==> config.mk <==
export PLATFORM = sky130hd
export DESIGN_NAME = ahb_mux_s2m_flat
export DESIGN_NICKNAME = d
export VERILOG_FILES = /design/src/rtl/ahb_mux_s2m_pkg.sv /design/src/rtl/ahb_mux_s2m_if.sv /design/src/rtl/ahb_default_slave.sv /design/src/rtl/ahb_mux_s2m.sv /design/src/flat_wrapper.sv
export SDC_FILE = /design/constraint.sdc
export NUM_CORES = 1
export LEC_CHECK = 0
export BUFFER_PORTS_ARGS = -buffer_cell sky130_fd_sc_hd__buf_2
export CAP_MARGIN = 25
export CORE_AREA = 2 2 75 77
export DETAILED_ROUTE_END_ITERATION = 10
export DIE_AREA = 0 0 77 79
export HOLD_SLACK_MARGIN = 0.06
export PLACE_DENSITY = 0.79
export SLEW_MARGIN = 20
export SYNTH_ARGS = -nofsm -noshare
export SYNTH_HDL_FRONTEND = slang
export SYNTH_HIERARCHICAL = 1
export SYNTH_SLANG_ARGS = --single-unit
==> constraint.sdc <==
create_clock -name hclk -period 2.69 [get_ports hclk]
set_input_delay 0 -clock hclk [delete_from_list [all_inputs] [get_ports hclk]]
set_output_delay 0 -clock hclk [all_outputs]
set_load 0.05 [all_outputs]
==> src/rtl/ahb_mux_s2m_pkg.sv <==
// Shared AHB encodings and helpers for the slave-to-master return mux.
// HTRANS/HRESP codes and the default-slave state encoding live here.
package ahb_mux_s2m_pkg;

  localparam logic [1:0] HTRANS_IDLE   = 2'b00;
  localparam logic [1:0] HTRANS_BUSY   = 2'b01;
  localparam logic [1:0] HTRANS_NONSEQ = 2'b10;
  localparam logic [1:0] HTRANS_SEQ    = 2'b11;

  localparam logic [1:0] HRESP_OKAY  = 2'b00;
  localparam logic [1:0] HRESP_ERROR = 2'b01;
  localparam logic [1:0] HRESP_RETRY = 2'b10;
  localparam logic [1:0] HRESP_SPLIT = 2'b11;

  localparam int unsigned NumSlaves = 4;

  typedef enum logic [1:0] {
    DsIdle = 2'b00,
    DsErr1 = 2'b01,
    DsErr2 = 2'b10
  } ds_state_e;

  // Lowest-index select wins; no select maps to the default slave (bit 4).
  function automatic logic [4:0] sel_encode(input logic [3:0] hsel);
    logic [4:0] sel;
    sel = 5'b1_0000;
    for (int i = NumSlaves - 1; i >= 0; i--) begin
      if (hsel[i]) sel = 5'(1 << i);
    end
    return sel;
  endfunction

endpackage

==> src/rtl/ahb_mux_s2m_if.sv <==
// Slave-side and master-side signals of the AHB return-path mux.
// The "slave" modport is the mux itself; "master" is whoever drives the slave returns.
interface ahb_mux_s2m_if;
  logic [1:0]  htrans;
  logic [3:0]  hsel;
  logic [31:0] hrdata_x [4];
  logic [3:0]  hready_x;
  logic [1:0]  hresp_x  [4];
  logic [31:0] hrdata;
  logic        hready;
  logic [1:0]  hresp;
  logic [4:0]  hseld;

  modport slave (
    input  htrans, hsel, hrdata_x, hready_x, hresp_x,
    output hrdata, hready, hresp, hseld
  );

  modport master (
    output htrans, hsel, hrdata_x, hready_x, hresp_x,
    input  hrdata, hready, hresp, hseld
  );
endinterface

==> src/rtl/ahb_default_slave.sv <==
// Default slave: zero-wait OKAY for IDLE/BUSY, two-cycle ERROR for NONSEQ/SEQ
// to unmapped space. err_entry flags every edge that enters DsErr1.
module ahb_default_slave
  import ahb_mux_s2m_pkg::*;
#(
  parameter logic [31:0] DEFAULT_RDATA = 32'h0000_0000
) (
  input  logic        hclk,
  input  logic        hreset,
  input  logic [1:0]  htrans,
  input  logic        nosel,
  input  logic        hready,
  output logic        ds_hready,
  output logic [1:0]  ds_hresp,
  output logic [31:0] ds_hrdata,
  output logic        err_entry
);

  ds_state_e state_q, state_d;
  logic      unmapped_xfer;

  assign unmapped_xfer = hready && nosel &&
                         (htrans == HTRANS_NONSEQ || htrans == HTRANS_SEQ);

  always_ff @(posedge hclk or posedge hreset) begin
    if (hreset) state_q <= DsIdle;
    else        state_q <= state_d;
  end

  always_comb begin
    state_d   = state_q;
    ds_hready = 1'b1;
    ds_hresp  = HRESP_OKAY;
    ds_hrdata = DEFAULT_RDATA;
    unique case (state_q)
      DsIdle: if (unmapped_xfer) state_d = DsErr1;
      DsErr1: begin
        ds_hready = 1'b0;
        ds_hresp  = HRESP_ERROR;
        state_d   = DsErr2;
      end
      DsErr2: begin
        ds_hresp = HRESP_ERROR;
        state_d  = unmapped_xfer ? DsErr1 : DsIdle;
      end
      default: state_d = DsIdle;
    endcase
  end

  assign err_entry = (state_d == DsErr1);

endmodule

==> src/rtl/ahb_mux_s2m.sv <==
// AHB slave-to-master mux: registers the decoder select for the data phase and
// returns HRDATA/HREADY/HRESP. Optional error counter under AHB_MUX_S2M_ERRCNT_EN.
module ahb_mux_s2m
  import ahb_mux_s2m_pkg::*;
#(
  parameter logic [31:0] DEFAULT_RDATA = 32'h0000_0000
) (
  input  logic        hclk,
  input  logic        hreset,
`ifdef AHB_MUX_S2M_ERRCNT_EN
  input  logic        errcnt_clr,
  output logic [7:0]  errcnt,
`endif
  ahb_mux_s2m_if.slave bus
);

  logic [4:0]  hseld_q;
  logic        nosel;
  logic        ds_hready;
  logic [1:0]  ds_hresp;
  logic [31:0] ds_hrdata;
  logic        err_entry;

  assign nosel = ~|bus.hsel;

  always_ff @(posedge hclk or posedge hreset) begin
    if (hreset)          hseld_q <= 5'b1_0000;
    else if (bus.hready) hseld_q <= sel_encode(bus.hsel);
  end

  assign bus.hseld = hseld_q;

  ahb_default_slave #(
    .DEFAULT_RDATA (DEFAULT_RDATA)
  ) u_default_slave (
    .hclk      (hclk),
    .hreset    (hreset),
    .htrans    (bus.htrans),
    .nosel     (nosel),
    .hready    (bus.hready),
    .ds_hready (ds_hready),
    .ds_hresp  (ds_hresp),
    .ds_hrdata (ds_hrdata),
    .err_entry (err_entry)
  );

  always_comb begin
    bus.hrdata = ds_hrdata;
    bus.hready = ds_hready;
    bus.hresp  = ds_hresp;
    unique case (hseld_q)
      5'b0_0001: begin
        bus.hrdata = bus.hrdata_x[0];
        bus.hready = bus.hready_x[0];
        bus.hresp  = bus.hresp_x[0];
      end
      5'b0_0010: begin
        bus.hrdata = bus.hrdata_x[1];
        bus.hready = bus.hready_x[1];
        bus.hresp  = bus.hresp_x[1];
      end
      5'b0_0100: begin
        bus.hrdata = bus.hrdata_x[2];
        bus.hready = bus.hready_x[2];
        bus.hresp  = bus.hresp_x[2];
      end
      5'b0_1000: begin
        bus.hrdata = bus.hrdata_x[3];
        bus.hready = bus.hready_x[3];
        bus.hresp  = bus.hresp_x[3];
      end
      default: ;
    endcase
  end

`ifdef AHB_MUX_S2M_ERRCNT_EN
  logic [7:0] errcnt_q;

  // Clear takes priority over a same-edge increment; count saturates at 8'hFF.
  always_ff @(posedge hclk or posedge hreset) begin
    if (hreset)                               errcnt_q <= 8'h00;
    else if (errcnt_clr)                      errcnt_q <= 8'h00;
    else if (err_entry && errcnt_q != 8'hFF)  errcnt_q <= errcnt_q + 8'h01;
  end

  assign errcnt = errcnt_q;
`else
  logic unused_err_entry;
  assign unused_err_entry = err_entry;
`endif

endmodule

==> src/flat_wrapper.sv <==
// flat-port wrapper written by rule: the top's interface ports become plain ports
module ahb_mux_s2m_flat import ahb_mux_s2m_pkg::*;
#(
  parameter logic [31:0] DEFAULT_RDATA = 32'h0000_0000
)
  (hclk, hreset, bus_htrans, bus_hsel, bus_hrdata_x, bus_hready_x, bus_hresp_x, bus_hrdata, bus_hready, bus_hresp, bus_hseld);
  ahb_mux_s2m_if bus_i ();
  input  logic hclk;
  input  logic hreset;
  input wire logic [$bits(bus_i.htrans)-1:0] bus_htrans;
  input wire logic [$bits(bus_i.hsel)-1:0] bus_hsel;
  input wire logic [$bits(bus_i.hrdata_x)-1:0] bus_hrdata_x;
  input wire logic [$bits(bus_i.hready_x)-1:0] bus_hready_x;
  input wire logic [$bits(bus_i.hresp_x)-1:0] bus_hresp_x;
  output wire logic [$bits(bus_i.hrdata)-1:0] bus_hrdata;
  output wire logic [$bits(bus_i.hready)-1:0] bus_hready;
  output wire logic [$bits(bus_i.hresp)-1:0] bus_hresp;
  output wire logic [$bits(bus_i.hseld)-1:0] bus_hseld;
  assign bus_i.htrans = bus_htrans;
  assign bus_i.hsel = bus_hsel;
  assign bus_i.hrdata_x = {>>{bus_hrdata_x}};
  assign bus_i.hready_x = bus_hready_x;
  assign bus_i.hresp_x = {>>{bus_hresp_x}};
  assign bus_hrdata = bus_i.hrdata;
  assign bus_hready = bus_i.hready;
  assign bus_hresp = bus_i.hresp;
  assign bus_hseld = bus_i.hseld;
  ahb_mux_s2m #(.DEFAULT_RDATA(DEFAULT_RDATA)) u_core (.hclk(hclk), .hreset(hreset), .bus(bus_i));
endmodule
; Word level (Yosys, flattened, before mapping)
; Index checks and enable logic that the tools add are counted.
; W data, S select, Z words.
[word_totals]
inputBits = 148
elab_cells = 30
ff_bits = 7
out_inout_bits = 40
[op_classes]
eq_ne = 9
n_reduce_logical = 7
muxes = 12
[ops]
columns = cell, n
row1 = $pmux W32 S4, 1
row2 = $mux W5, 4
row3 = $pmux W2 S4, 1
row4 = $eq A2 B2 Y1 const B, 3
row5 = $pmux W2 S3, 1
row6 = $eq A5 B1 Y1 const B, 1
row7 = $eq A5 B2 Y1 const B, 1
row8 = $eq A5 B3 Y1 const B, 1
row9 = $eq A5 B4 Y1 const B, 1
row10 = $pmux W1 S4, 1
row11 = $reduce_or A4 Y1, 1
row12 = $mux W1, 3
row13 = $eq A2 B1 Y1 const B, 1
row14 = $logic_and A1 B1 Y1, 2
row15 = $logic_not A2 Y1, 1
row16 = $mux W2, 1
row17 = $ne A2 B2 Y1 const B, 1
row18 = $reduce_or A2 Y1, 1
row19 = $logic_not A1 Y1, 1
row20 = $logic_or A1 B1 Y1, 1

; Longest topological paths before layout
; Gate-level depths: netlist of the first run.
[logic_depth]
word_depth = 7
mapped_depth = 8
depth_no_buf = 7

; Cells and area by module
; The synthesis of the first run kept the hierarchy.
[by_module_without_submodules]
columns = module, instances, cells_per_inst, area_per_inst_um2, seq_area_each_um2
row1 = ahb_mux_s2m, 1, 162, 1400.1, 126.4
row2 = ahb_default_slave, 1, 49, 415.4, 50.0

; Worst setup path before layout of the first run
; OpenSTA, ideal clock, no wires.
[synth_path]
path_kind = register -> register
start = reg u_core.hseld_q[0] (netlist: u_core/bus.hseld[0])
end = reg u_core.u_default_slave.state_q[0]
period_less_slack_ns = 2.547
slack_ns = 0.143
setup_time_ns = 0.130
arrival_time_ns = 2.417
t_required_ns = 2.560
n_path_buf = 0
path_stages_with_launch = 7
cell_sequence = dfrtp_1 > or3_4 > or3b_4 > a311oi_4 > inv_1 > o2111ai_2 > a21oi_1
[synth_between]
elab_chain_len = 6
elab_cells_between_ends = 10
cone_classes = eq/ne: 5 / mux: 3 / reduce/logical: 2
[synth_lines]
columns = element, line
row1 = start: declaration, ahb_mux_s2m.sv:17  ; logic [4:0] hseld_q;
row2 = start signal: assignment, ahb_mux_s2m.sv:28  ; else if (bus.hready) hseld_q <= sel_encode(bus.hsel);
row3 = $eq A5 B4 Y1 (tied with other cells), ahb_mux_s2m.sv:51  ; unique case (hseld_q)
row4 = $pmux W1 S4 (*), ahb_mux_s2m.sv:51
row5 = via bus_hready, flat_wrapper.sv:16  ; output wire logic [$bits(bus_i.hready)-1:0] bus_hready;
row6 = $logic_and A1 B1 Y1 (*) (2 in series), ahb_default_slave.sv:22  ; assign unmapped_xfer = hready && nosel &&
row7 = $mux W1 (*), ahb_default_slave.sv:44  ; state_d = unmapped_xfer ? DsErr1 : DsIdle;
row8 = $pmux W2 S3 (*), ahb_default_slave.sv:35  ; unique case (state_q)
row9 = via u_core.u_default_slave.state_d[0], ahb_default_slave.sv:19  ; ds_state_e state_q, state_d;
row10 = end signal: assignment, ahb_default_slave.sv:26  ; if (hreset) state_q <= DsIdle;
row11 = end signal: assignment, ahb_default_slave.sv:27  ; else state_q <= state_d;
row12 = end: declaration, ahb_default_slave.sv:19
; Mark *: on every way through the listed nets, which the timed path passes. The rest lies on a longest branch.
; A chain may end at the register's enable or synchronous reset.

; Worst setup path in the final report of the first run
[layout_path]
start = reg u_core.hseld_q[0] (netlist: u_core/bus.hseld[0])
end = out bus_hready
[layout_between]
elab_chain_len = 2
elab_cells_between_ends = 5
cone_classes = eq/ne: 4 / mux: 1
[layout_lines]
columns = element, line
row1 = $eq A5 B4 Y1 (tied with other cells), ahb_mux_s2m.sv:51
row2 = $pmux W1 S4 (*), ahb_mux_s2m.sv:51
row3 = end: declaration, flat_wrapper.sv:16
; Every way passes the cells marked *; elsewhere a longest branch is shown, timed or not.

==> flow_summary_export.csv, run 1 <==
group,metric,value,unit
placed_design,portBuffers,186,
setup_path,required,2.69,ns
timing,tns,0,ns
die,die-area,6083,um2
detailed_routing,dr.first_iter.drc_count,93,
timing,finalHoldViolations,0,
min_path,min_from,"bus_hsel[0]",
detailed_routing,first_pass_iters,4,
detailed_routing,wire_per_inst,15.01,um
timing,rsz0062_at_grt,"no",
die,ios,188,
detailed_routing,routed_wl,6.906,mm
grt,grtUsageTotal,0.2025,
timing,slew-limit-headroom,0.5714,
timing,setup_viol,0,
timing,drv_slew,0,
clock_tree,post_cts_buffers,0,
timing,fin_crit_sh,0.8767,
clock_tree,clock_latency,0.23,ns
timing,fin_crit,2.358,ns
outcome,status,"finished clean",
detailed_routing,drc,0,
detailed_routing,ant_nets,0,
synth,syn_inst,210,
setup_path,r2r_start,"u_core/bus.hseld[0]",
cells_and_area,syn2layout_area_growth,51.77,%
placed_design,routabilityCongestion,0.8128,
grt,grt_pass1_vias,2254,
cells_and_area,insertedDiodeCount,0,
setup_path,cp_max_fo,8,
clock_tree,path_clk_slew,0.04,ns
clock_tree,ctsResizeCount,0,
die,die_h,79,um
cells_and_area,fillCellCount,528,
timing,skew,0.002886,ns
run,drv_cap,0,
clock_tree,clk_path_buf_depth,2,
setup_path,worstSetupPathType,"reg2out",
min_path,min_path_type,"in2reg",
clock_tree,cts.sinks,7,
clock_tree,numCtsBuffers,3,
clock_tree,holdBufCountCts,2,
grt,grt_max_degree,35,
setup_path,critPathArrivalTime,2.36,ns
die,initial_core_util,0.3378,
setup_path,cp-start-kind,"flip-flop",
clock_tree,cts_max_level,1,
setup_path,critPathCaptureType,"output port",
setup_path,crit_start,"u_core/bus.hseld[0]",
timing,worst_pin_slew,0.6370,ns
detailed_routing,vias_per_cell,5.239,
grt,overflow,0,
die,num_rows,27,
cells_and_area,drive_gt1_frac,0.5490,
die,die_x,77,um
cells_and_area,nNetsFinal,542,
synth,ys_warn_count,6,
timing,max_freq,0.4241,GHz
synth,synth.avg_cell_area,8.586,um2
grt,antenna_found_initial,0,
die,core_area,5338,um2
grt,grt_pass1_wl,10.21,mm
detailed_routing,num_vias,2410,
synth,syn_area,1803,um2
placed_design,hpwl,5.410,mm
clock_tree,cts_root_buf,"clkbuf_8",
clock_tree,cts_tree,"yes",
critical path, stage by stage (launching register included):
cell,delay [ns]
dfrtp_1,0.44
or3_4,0.46
or3b_4,0.41
a311oi_4,0.44
inv_1,0.14
buf_2,0.24
metal layers:
layer / track usage / part of all wire
met1: 0.2326 / 0.40
met2: 0.3991 / 0.52
met3: 0.03409 / 0.078
met4: 0.02857 / 0.0020
met5: 0 / 0
final cells by class:
cell class | count | area, um2 | area share
Inverter | 6 | 22.52 | 0.008230
Sequential cell | 7 | 176.4 | 0.06447
Clock buffer | 4 | 45.04 | 0.01646
Tap cell | 72 | 90.09 | 0.03292
Timing Repair Buffer | 198 | 1026 | 0.3749
Multi-Input combinational cell | 173 | 1376 | 0.5030
state kept, by name, summed over array words and instances, names as in the netlist:
name / flops
u_core/bus.hseld: 5
u_core/u_default_slave/state_q: 2
placed cells by master, fill, tap and decap left out, types with 2 or more instances in the layout:
| cell type | instances |
|---|---|
| a221o_1 | 34 |
| nand3b_1 | 4 |
| o21ai_0 | 3 |
| inv_1 | 6 |
| buf_2 | 186 |
| nor2b_2 | 2 |
| ha_1 | 5 |
| dlygate4sd3_1 | 2 |
| dfrtp_1 | 6 |
| o2bb2ai_1 | 34 |
| nand2_1 | 2 |
| conb_1 | 33 |
| buf_4 | 10 |
| clkbuf_8 | 3 |
| a22oi_1 | 34 |
| mux2_2 | 4 |
| a21oi_1 | 3 |
metrics by stage:
stage                     utilization  std cells  cell area [um2]  worst slack [ns]  hold WS (ns)
final                          0.5127        460             2736            0.3318       0.09860
after detailed placement       0.5005        454             2671            0.4514       -0.1369
after floorplan                     -        242             1923            0.1801       -0.2588
after global placement         0.5005        454             2671            0.5011       -0.1360
after global routing           0.5127        460             2736            0.2410        0.1251
after CTS                      0.5127        460             2736            0.3357       0.08917
path summary, 6_finish.rpt:
path / to / slack, ns / cells after the start
worst min-delay path: u_core/bus.hseld[0] / 0.1 / 2
worst max register to register: u_core/bus.hseld[0] / 0.42 / 4
worst min register to register: u_core/bus.hseld[4] / 0.60 / 2
min in group asynchronous: u_core/u_default_slave/state_q[0] / 0.18 / 3
max in group asynchronous: u_core/bus.hseld[4] / 2.23 / 3
worst max-delay path: bus_hready / 0.33 / 5
Power of run 1 is left out: the tool's default activity adds up to more than one toggle a clock period on the data nets, which glitch-free logic cannot reach.
==> inputs of run 2 (changes only) <==
--- a/config.mk
+++ b/config.mk
@@ -12,7 +12,7 @@
 export DIE_AREA = 0 0 77 79
 export HOLD_SLACK_MARGIN = 0.06
 export PLACE_DENSITY = 0.79
-export SLEW_MARGIN = 20
+export SLEW_MARGIN = 25
 export SYNTH_ARGS = -nofsm -noshare
 export SYNTH_HDL_FRONTEND = slang
 export SYNTH_HIERARCHICAL = 1
==> constraint.sdc (replaced) <==
create_clock -name hclk -period 2.69 [get_ports hclk]
set_input_delay 0.538 -clock hclk [delete_from_list [all_inputs] [get_ports hclk]]
set_output_delay 0.538 -clock hclk [all_outputs]
set_load 0.05 [all_outputs]
==> run 2 against run 1 <==
Compared with the run above: the flow now finishes with violations (negative setup slack); register-to-register slack better by 0.05 ns; wire length increased by 5.6%; first-iteration DRC count grew 16%; count of clock-buffer cells in the layout did not move; critical path depth stayed put; worst hold slack gained 0.063 ns; flip-flop and latch count unchanged; die area unchanged; critical endpoint is now bus_hresp[0]; largest cell class unchanged.
==> flow_summary_export.csv, run 2 (synthesis gave the netlist of run 1 again) <==
group,metric,value,unit
outcome,status,"complete, but fails checks",
outcome,violations,"negative setup slack",
cells_and_area,insertedDiodeCount,0,
grt,grt_pass1_vias,2475,
timing,finalHoldViolations,0,
cells_and_area,drive_gt1_frac,0.6516,
setup_path,rrSetupSlack,0.47,ns
setup_path,critical-path-max-stage-delay,0.43,ns
grt,grt_max_degree,34,
timing,worst_pin_slew,0.5656,ns
timing,fin_crit,2.718,ns
timing,skew,0.0006671,ns
grt,grt_pass1_wl,10.85,mm
clock_tree,cts.sinks,7,
run,drv_cap,0,
pwr,p_total,0.005199,W
pwr,vdd_ir_drop_max,1.189,mV
setup_path,r2r.worst_path.cells,5,
setup_path,r2r_end,"u_core/bus.hseld[0]",
detailed_routing,dr.first_iter.drc_count,108,
timing,max_freq,0.3679,GHz
clock_tree,clock_latency,0.23,ns
detailed_routing,first_pass_iters,4,
cells_and_area,largest_register_ffs,5,
setup_path,cp_max_fo,6,
die,die_h,79,um
timing,drv_slew,0,
grt,grtUsageTotal,0.2153,
cells_and_area,nNetsFinal,553,
detailed_routing,routed_wl,7.292,mm
pwr,p_leak,1.497,nW
setup_path,critPathArrivalTime,2.18,ns
cells_and_area,utilization,0.5556,
detailed_routing,drc,0,
placed_design,portBuffers,186,
die,core_area,5338,um2
grt,overflow,0,
detailed_routing,ant_nets,0,
timing,fin_crit_sh,1.011,
timing,tns,-0.02831,ns
setup_path,critPathCaptureType,"output port",
setup_path,crit_buf_inv,1,
detailed_routing,wire_per_inst,15.48,um
timing,rsz0062_at_grt,"yes",
timing,hold_ws,0.1616,ns
clock_tree,path_clk_slew,0.04,ns
timing,setup_viol,1,
clock_tree,cts_max_level,1,
die,num_rows,27,
die,die_x,77,um
timing,setup_slack,-0.02831,ns
clock_tree,cts_root_buf,"clkbuf_8",
grt,antenna_found_initial,0,
setup_path,cp_slowest_cell,"dfrtp_2",
cells_and_area,final_cell_mix,"buf_2 (167), a22oi_1 (34), o2bb2ai_1 (34)",
clock_tree,holdBufCountCts,0,
placed_design,dpl_worst_slack,-0.02794,ns
setup_path,cp_cell_sequence,"or3_4 > or3b_4 > and2_4 > a221o_2 > buf_6",
setup_path,required,2.15,ns
timing,slew-limit-headroom,0.6194,
cells_and_area,final_common_cell,"buf_2",
setup_path,worstSetupPathType,"reg2out",
setup_path,r2r_start,"u_core/bus.hseld[1]",
detailed_routing,vias_per_cell,5.357,
clock_tree,clk_path_buf_depth,2,
die,ios,188,
detailed_routing,num_vias,2523,
die,die-area,6083,um2
die,initial_core_util,0.3378,
pwr,powerDensity,1753,nW/um2
setup_path,cp-start-kind,"flip-flop",
cells_and_area,syn2layout_area_growth,64.47,%
setup_path,critical_path.top_delay_family,"simple AND/OR/NAND/NOR gates",
placed_design,hpwl,5.117,mm
min_path,min_path_type,"in2async",
placed_design,routabilityCongestion,0.7617,
clock_tree,numCtsBuffers,3,
clock_tree,cts_tree,"yes",
-- run 2: cell types whose count changed in the layout (fill, tap and decap cells not counted), moves of 2 or more --
| cell | before | now |
|---|---|---|
| nor2b_4 | 0 | 2 |
| buf_12 | 0 | 2 |
| dfrtp_1 | 6 | 4 |
| dlygate4sd3_1 | 2 | 0 |
| buf_6 | 0 | 5 |
| buf_4 | 10 | 26 |
| buf_2 | 186 | 167 |
| clkbuf_4 | 0 | 8 |
| a221o_2 | 0 | 30 |
| dfrtp_2 | 0 | 2 |
| a221o_1 | 34 | 4 |
-- run 2: metrics by stage --
step | std cells | cell area [um2]
floorplan | 242 | 1963
global placement | 453 | 2716
detailed placement | 453 | 2716
CTS | 467 | 2873
global route | 471 | 2965
finish | 471 | 2965
-- run 2: how the worst max path moves through the flow --
stage | from | endpoint | slack, ns | depth (start not counted)
floorplan | u_core/bus.hseld[0] | bus_hresp[0] | -0.09 | 6
detailed placement | u_core/bus.hseld[1] | bus_hready | -0.03 | 5
CTS | u_core/bus.hseld[1] | bus_hresp[0] | -0.02 | 5
global placement | u_core/bus.hseld[1] | bus_hready | -0.05 | 5
finish | u_core/bus.hseld[1] | bus_hresp[0] | -0.03 | 5
global route | u_core/bus.hseld[1] | bus_hrdata[5] | -0.08 | 7
-- run 2: layout make-up --
type                            instances  area (um2)
Clock buffer                            4       45.04
Timing Repair Buffer                  208        1187
Tap cell                               72       90.09
Fill cell                             517        2372
Multi-Input combinational cell        174        1441
Inverter                                6       22.52
Sequential cell                         7       178.9
-- run 2: power by group --
| group | internal [W] | switching (W) | leakage [nW] | total, W |
|---|---|---|---|---|
| clock network | 0.000103 | 0.0000463 | 0.0228 | 0.000149 |
| registers | 0.000152 | 0.0000767 | 0.0870 | 0.000229 |
| logic | 0.00164 | 0.00318 | 1.39 | 0.00482 |
-- run 2: timing repair --
action | CTS | global route
resized for setup | 6 | 37
pin swaps | 3 | 2
setup buffers | 9 | 2
cloned | 1 | 2
setup endpoints to repair | 35 | 35
-- run 2: metal layers --
layer | track usage | vias to the layer above | share of wire
met5 | 0 | - | 0
met4 | 0.04464 | 0 | 0.0078
met3 | 0.03295 | 7 | 0.074
met2 | 0.4272 | 123 | 0.53
met1 | 0.2417 | 1197 | 0.39
li1 | - | 1196 | -
-- run 2: worst reg2reg max path, stage by stage, from the launching register on --
cell and delay (ns):
dfrtp_2 0.43, or3_4 0.44, or3b_4 0.42, a311oi_4 0.28, buf_4 0.20, mux2_2 0.34
Note: power is estimated with default switching activity, not from simulation.
==> inputs of run 3 (changes only) <==
--- a/config.mk
+++ b/config.mk
@@ -7,11 +7,11 @@
 export LEC_CHECK = 0
 export BUFFER_PORTS_ARGS = -buffer_cell sky130_fd_sc_hd__buf_2
 export CAP_MARGIN = 25
-export CORE_AREA = 2 2 75 77
+export CORE_AREA = 2 2 72 74
 export DETAILED_ROUTE_END_ITERATION = 10
-export DIE_AREA = 0 0 77 79
+export DIE_AREA = 0 0 74 76
 export HOLD_SLACK_MARGIN = 0.06
-export PLACE_DENSITY = 0.79
+export PLACE_DENSITY = 0.85
 export SLEW_MARGIN = 25
 export SYNTH_ARGS = -nofsm -noshare
 export SYNTH_HDL_FRONTEND = slang
==> constraint.sdc (replaced) <==
create_clock -name hclk -period 3.4 [get_ports hclk]
set_input_delay 0.68 -clock hclk [delete_from_list [all_inputs] [get_ports hclk]]
set_output_delay 0.68 -clock hclk [all_outputs]
set_load 0.05 [all_outputs]
==> run 3 against run 2 <==
Compared with the run above: the run now ends clean; count of clock-buffer cells in the layout is the same; setup slack gained 0.39 ns; clock skew about the same; non-clock buffer count decreased by 12; final cell count down 3.2%; sequential share of layout area grew 0.47 points; utilization shrank 0.31 points; via count fell by 4.6%; global-route usage is 0.58 points higher; register-to-register slack gained 0.65 ns.
==> flow_summary_export.csv, run 3 (synthesis gave the netlist of run 1 again) <==
group,metric,value,unit
die,core_area,4912,um2
clock_tree,ctsResizeCount,0,
clock_tree,post_cts_buffers,0,
detailed_routing,num_vias,2408,
die,num_rows,26,
timing,fin_crit,3.036,ns
clock_tree,cts.sinks,7,
setup_path,cp_slowest_cell,"or3_1",
clock_tree,numCtsBuffers,3,
cells_and_area,final_common_cell,"buf_2",
timing,skew,0.0009866,ns
placed_design,place_inst,452,
setup_path,worstSetupPathType,"reg2out",
grt,grtUsageTotal,0.2211,
detailed_routing,wire_per_inst,14.27,um
detailed_routing,routed_wl,6.508,mm
detailed_routing,dr.first_iter.drc_count,99,
setup_path,r2r.worst_path.cells,4,
timing,setup_viol,0,
timing,tns,0,ns
detailed_routing,drc,0,
grt,grt_pass1_vias,2316,
clock_tree,path_clk_slew,0.04,ns
cells_and_area,final_cell_mix,"buf_2 (186), a22oi_1 (34), o2bb2ai_1 (34), a221o_1 (34), conb_1 (33)",
setup_path,cp_cell_sequence,"or3_1 > buf_4 > o2bb2ai_1 > a221o_1 > buf_2",
timing,drv_slew,0,
cells_and_area,fillCellCount,458,
placed_design,hpwl,5.119,mm
cells_and_area,largest_register_ffs,5,
clock_tree,cts_max_level,1,
clock_tree,clk_path_buf_depth,2,
cells_and_area,final_area,2714,um2
cells_and_area,drive_gt1_frac,0.5518,
detailed_routing,first_pass_iters,4,
die,die_h,76,um
run,drv_cap,0,
die,die-area,5624,um2
grt,overflow,0,
detailed_routing,ant_nets,0,
clock_tree,clock_latency,0.23,ns
min_path,min_path_type,"in2async",
cells_and_area,nNetsFinal,540,
setup_path,cp_max_fo,19,
grt,antenna_found_initial,0,
clock_tree,holdBufCountCts,0,
timing,worst_pin_slew,0.6656,ns
die,die_x,74,um
cells_and_area,syn2layout_area_growth,50.52,%
detailed_routing,vias_per_cell,5.281,
timing,finalHoldViolations,0,
grt,grt_max_degree,34,
timing,max_freq,0.3294,GHz
timing,rsz0062_at_grt,"no",
grt,grt_pass1_wl,10.21,mm
setup_path,cp-start-kind,"flip-flop",
outcome,status,"finished clean",
placed_design,portBuffers,186,
timing,slew-limit-headroom,0.5563,
setup_path,critical-path-max-stage-delay,0.71,ns
setup_path,critPathCaptureType,"output port",
placed_design,placed_area,2669,um2
timing,fin_crit_sh,0.8930,
clock_tree,cts_tree,"yes",
cells_and_area,layout.cells.non_filler,456,
die,ios,188,
die,initial_core_util,0.3670,
clock_tree,cts_root_buf,"clkbuf_8",
cells_and_area,insertedDiodeCount,0,
setup_path,critPathArrivalTime,2.36,ns
placed_design,routabilityCongestion,0.8038,
setup_path,required,2.72,ns
[run 3: cell types whose count changed in the layout (fill, tap and decap cells not counted), moves of 5 or more]
| cell | delta |
|---|---|
| a221o_1 | +30 |
| a221o_2 | -30 |
| buf_2 | +19 |
| buf_4 | -16 |
| buf_6 | -5 |
| clkbuf_4 | -8 |
[run 3: final cells by class]
class,count,area (um2),share of cell area
clock buffer,4,45.04,0.01660
inverter,6,22.52,0.008299
multi-input combinational,173,1376,0.5071
sequential,7,176.4,0.06501
tap,70,87.58,0.03227
timing repair buffer,196,1006,0.3707
[run 3: layer usage]
| layer | share of wire | global-route usage |
|---|---|---|
| met5 | 0 | 0 |
| met4 | 0.016 | 0.05636 |
| met3 | 0.087 | 0.04630 |
| met2 | 0.51 | 0.4143 |
| met1 | 0.39 | 0.2439 |
[run 3: per-stage QoR]
stage | worst slack [ns] | hold WS [ns] | utilization
final | 0.3638 | 0.3079 | 0.5525
after global placement | 0.6641 | 0.5434 | 0.5433
after global routing | 0.2222 | 0.3030 | 0.5525
after CTS | 0.3526 | 0.3050 | 0.5525
after floorplan | 0.3413 | 0.4212 | -
after detailed placement | 0.5959 | 0.5479 | 0.5433
[run 3: critical path: cells and delay by family (launching register included)]
family                 cells  cell delay [ns]
AO/OA/AOI/OAI              2             0.33
buffers and inverters      2             0.59
flip-flops                 1             0.49
AND/OR/NAND/NOR            1             0.71
[run 3: worst paths after layout]
check	startpoint	endpoint	slack, ns
max	u_core/bus.hseld[2]	bus_hrdata[8]	0.36
min	hreset	u_core/u_default_slave/state_q[1]	0.31
max reg2reg	u_core/bus.hseld[0]	u_core/bus.hseld[3]	1.12
min reg2reg	u_core/u_default_slave/state_q[0]	u_core/u_default_slave/state_q[0]	0.60
max in group asynchronous	hreset	u_core/bus.hseld[4]	2.80
min in group hclk	u_core/u_default_slave/state_q[0]	u_core/u_default_slave/state_q[0]	0.60
Power of run 3 is left out for the same reason.
